==> src/rtl/match_scorer.sv <==
// Multi-round tug-of-war match scorer: detects round wins at the playfield edges,
// keeps per-player scores, holds the round winner, restarts the playfield, latches the match result.
module match_scorer #(
  parameter int         WIN_ROUNDS = 3,
  parameter int         DISP_HOLD  = 50000000,
  parameter logic [6:0] OFF        = 7'b1111111
) (
  input  logic       clk,
  input  logic       reset,
  input  logic       L,
  input  logic       R,
  input  logic       NL,
  input  logic       NR,
  output logic       round_reset,
  output logic [6:0] disp_p1,
  output logic [6:0] disp_p2,
  output logic [6:0] disp_win,
  output logic       match_over
);

  localparam int            CW         = (DISP_HOLD > 1) ? $clog2(DISP_HOLD) : 1;
  localparam logic [CW-1:0] HOLD_LOAD  = CW'(DISP_HOLD - 1);
  localparam logic [3:0]    WIN_SCORE  = 4'(WIN_ROUNDS);

  localparam logic [1:0] PLAY       = 2'd0;
  localparam logic [1:0] HOLD       = 2'd1;
  localparam logic [1:0] RESTART    = 2'd2;
  localparam logic [1:0] MATCH_OVER = 2'd3;

  logic [1:0]    r_state;
  logic [3:0]    r_p1_score;
  logic [3:0]    r_p2_score;
  logic [CW-1:0] r_hold_cnt;
  logic          r_winner;     // 0 = P1, 1 = P2

  logic       w_p1_hit;
  logic       w_p2_hit;
  logic [3:0] w_p1_next;
  logic [3:0] w_p2_next;

  assign w_p1_hit  = L & NL;
  assign w_p2_hit  = R & NR;
  assign w_p1_next = r_p1_score + 4'd1;
  assign w_p2_next = r_p2_score + 4'd1;

  function automatic logic [6:0] seg7(input logic [3:0] d);
    case (d)
      4'd0:    seg7 = 7'b1000000;
      4'd1:    seg7 = 7'b1111001;
      4'd2:    seg7 = 7'b0100100;
      4'd3:    seg7 = 7'b0110000;
      4'd4:    seg7 = 7'b0011001;
      4'd5:    seg7 = 7'b0010010;
      4'd6:    seg7 = 7'b0000010;
      4'd7:    seg7 = 7'b1111000;
      4'd8:    seg7 = 7'b0000000;
      4'd9:    seg7 = 7'b0010000;
      default: seg7 = OFF;
    endcase
  endfunction

  // NOTE: reset is sampled inside the clocked block (synchronous), and all state uses <= so
  // every register sees pre-edge values regardless of statement order.
  always_ff @(posedge clk) begin
    if (reset) begin
      r_state    <= PLAY;
      r_p1_score <= 4'd0;
      r_p2_score <= 4'd0;
      r_hold_cnt <= '0;
      r_winner   <= 1'b0;
    end else begin
      case (r_state)
        PLAY: begin
          // P1 wins ties: only one player can score per cycle.
          if (w_p1_hit) begin
            r_p1_score <= w_p1_next;
            r_winner   <= 1'b0;
            if (w_p1_next == WIN_SCORE) begin
              r_state <= MATCH_OVER;
            end else begin
              r_state    <= HOLD;
              r_hold_cnt <= HOLD_LOAD;
            end
          end else if (w_p2_hit) begin
            r_p2_score <= w_p2_next;
            r_winner   <= 1'b1;
            if (w_p2_next == WIN_SCORE) begin
              r_state <= MATCH_OVER;
            end else begin
              r_state    <= HOLD;
              r_hold_cnt <= HOLD_LOAD;
            end
          end
        end
        HOLD: begin
          if (r_hold_cnt == '0) begin
            r_state <= RESTART;
          end else begin
            r_hold_cnt <= r_hold_cnt - 1'b1;
          end
        end
        RESTART: r_state <= PLAY;
        default: r_state <= MATCH_OVER;
      endcase
    end
  end

  assign round_reset = (r_state == RESTART);
  assign match_over  = (r_state == MATCH_OVER);
  assign disp_p1     = seg7(r_p1_score);
  assign disp_p2     = seg7(r_p2_score);

  // NOTE: default first so every path assigns disp_win and no latch is inferred.
  always_comb begin
    disp_win = OFF;
    if (r_state == HOLD || r_state == MATCH_OVER) begin
      disp_win = r_winner ? 7'b0100100 : 7'b1111001;
    end
  end

endmodule

==> config.mk <==
export PLATFORM = sky130hd
export DESIGN_NAME = match_scorer
export DESIGN_NICKNAME = d
export VERILOG_FILES = /design/src/rtl/match_scorer.sv
export SDC_FILE = /design/constraint.sdc
export NUM_CORES = 1
export LEC_CHECK = 0
export ABC_AREA = 1
export CORE_ASPECT_RATIO = 1.1
export CORE_UTILIZATION = 30
export DETAILED_ROUTE_END_ITERATION = 10
export PLACE_DENSITY = 0.57
export SYNTH_ARGS = -nofsm -noshare
export SYNTH_HDL_FRONTEND = slang
export SYNTH_SLANG_ARGS = --single-unit
==> constraint.sdc <==
create_clock -name clk -period 2.5 [get_ports clk]
set_clock_uncertainty 0.15 [all_clocks]
set_input_delay 0.75 -clock clk [delete_from_list [all_inputs] [get_ports clk]]
set_output_delay 0.75 -clock clk [all_outputs]
set_load 0.05 [all_outputs]
==> results.ini <==
[logic_synthesis]
synth_top_area_cell=dfxtp_1
ys.warnings.count=0
netlist_area_um2=3280
netlist_instances=503
synth_seq_cells=51
synth_top_area_share_pct=31.1
synth_nets=528
ys_types=33
seq_area_frac_synth_pct=31.1
syn_avg_cell_area_um2=6.52
synth_area_leaders=dfxtp_1 (31%), nand2_1 (14%), nor2_1 (11%)

[clock_network]
cts_buffer_depth=2
clkTransAtPathRegs_ps=70
cts_buffers=5
cts_root_buffer=clkbuf_16
htree_levels=2
cts_setup_buffers=0
tritoncts=yes
clock-sinks=51
clkLatencyLatePin_ps=290

[timing]
hold_violations=0
final.setup.tns_ps=0
setup_viol=0
grt_setup_unrepaired=true
relSlewSlack_pct=66.6
fmax_mhz=411
hold_slack_ps=336
fin_crit_sh_pct=97.4
worstMarginPinSlew_ps=499
fin_crit_ps=2430
finalMaxSlewViolations=0

[layout]
fin_nets=576
postLayoutCoreUtil_pct=39.1
drive_above_1_share_pct=17.2
area.sequential_um2=1020
area_growth_pct=25.0
antennaDiodeCount=0
fillers=1106
final_cell_area_um2=4100
multi_input_area_um2=1960
fin_cells=695

[global_routing]
grt_pass1_wl_um=12800
grt_antenna_before_repair=0
grt_max_degree=22
grt_pass1_vias=2842
grt-ovfl-total=0
grt.total_usage_pct=13.9

[setup_path]
reg2reg_depth=10
critPathRequiredTime_ps=1600
cp_cell_sequence=inv_1 -> ha_2 -> nor2_4 -> or2_2 -> buf_4
cpMaxStageDelayCell=dfxtp_1
critical_path_arrival_ps=1530
cp_max_fo=3
reg2reg_slack_ps=370
critPathMaxStageDelay_ps=330
cp-start-kind=flop
worstReg2RegEnd=disp_p2[3]
end_kind=primary output
path_class=reg -> out
r2r_start=r_state[1]

[die]
ios=29
fp-row-count=39
die_h_um=112
fp.dieW_um=102
dieArea_um2=11400
initial_core_util_pct=31.3
coreArea_um2=10500

[worst_hold_path]
hp-start=r_hold_cnt[1]
min_path_cells=2
hp-class=reg -> reg
whs_endpoint=r_hold_cnt[1]

[detailed_routing]
top_layer=met4
wl_met1_um=3280
wl_met2_um=3900
drc_errors=0
vias=3077
drt-wirelength-per-cell_um=10.7
wl_met3_um=204
first_iter_violations=170
antenna_left=0
routed_wl_um=7430
first_pass_iters=4
vias_per_cell=4.43

[power]
power.leakage_nw=1.90
peakVddDrop_mv=0.535
powerDensity_nw_per_um2=1220

[flow_run]
maxCapViolCount=0

[placement]
dp_hpwl_um=5580
place_inst=687
place_area_um2=3920
routabilityCongestion=0.859
port_buffers=27

[run_status]
outcome=finished, final reports clean

sequential cells by signal, summed over array words and instances, names as in the netlist:
register	count
r_p1_score	4
r_hold_cnt	26
disp_p1	7
r_state	2
r_p2_score	4
r_winner	1
disp_p2	7
per-layer routing:
metal  vias up  global-route usage [%]
li1       1661                       -
met3         4                    2.26
met2        40                    25.2
met5         -                       0
met4         0                    3.09
met1      1372                    16.9
stage by stage:
stage / total power, mW / worst slack, ps
after floorplan: 3.54 / 33.2
after global placement: 4.28 / -181
after detailed placement: 4.31 / -278
after CTS: 5.04 / 27.4
after global routing: 5.46 / -31.3
final: 5.01 / 65.2
logic make-up (layout without fill, tap and decap cells):
logic type | after synthesis | after routing | share of synthesized area [%]
flip-flops | 51 | 51 | 31.1
AO/OA/AOI/OAI | 51 | 51 | 8.74
XOR/XNOR | 4 | 4 | 1.07
adder cells (fa/ha/maj) | 19 | 19 | 7.25
other | 1 | 1 | 0.114
AND/OR/NAND/NOR | 303 | 303 | 41.2
buffers and inverters | 74 | 123 | 10.5
worst max-delay path, delay by kind of cell (launching register included):
family,cells,cell delay [ps]
DFF,1,330
buffers and inverters,2,320
adders and majority gates,1,260
and+or+nand+nor,2,330
Yosys cell counts, drive strengths merged:
master	number
o21a	1
clkinv	1
xor2	4
conb	1
clkbuf	2
dfxtp	51
ha	19
or2	3
nand3b	3
buf	14
nor3	3
nand3	46
nand2	128
inv	57
nand4	4
nor2	116
o21ai	35
a21boi	1
a21oi	14
worst max path at each step:
stage	cells after the start	startpoint	slack (ps)	endpoint
after floorplan	5	r_state[1]	30	disp_win[3]
after global placement	10	NL	-180	disp_p2[3]
after detailed placement	11	NL	-280	disp_p2[3]
after CTS	11	NL	30	disp_p2[3]
after global routing	10	NL	-30	disp_p2[3]
final	5	r_state[1]	70	disp_win[2]
power breakdown:
group,internal [mW],switching [mW]
combinational,1.08,1.96
clock,0.401,0.306
sequential,1.06,0.206
total,2.54,2.47
cells in the final DEF, fill, tap and decap left out, types with 7 or more instances in the layout:
cell type | synthesis | routed
dfxtp_1 | 51 | 51
buf_4 | 4 | 31
a21oi_1 | 9 | 9
clkdlybuf4s50_1 | 0 | 19
nand2_2 | 7 | 7
nand2_1 | 118 | 118
o21ai_0 | 30 | 26
nor2_2 | 13 | 15
nor2_1 | 100 | 97
buf_12 | 0 | 7
nand3_1 | 44 | 43
inv_1 | 54 | 53
ha_1 | 19 | 17
timing repair:
item,CTS,global route
pin swaps,0,0
setup endpoints to repair,1,10
hold buffers,0,0
hold endpoints to repair,0,0
gates resized for setup,1,11
layout make-up:
class,instances,area share [%]
clock buffer,7,3.48
clock inverter,1,0.214
inverter,58,5.37
multi-input combinational,378,47.9
sequential,51,24.9
tap,143,4.37
timing repair buffer,57,13.7
Power figures use the tool's default switching activity.
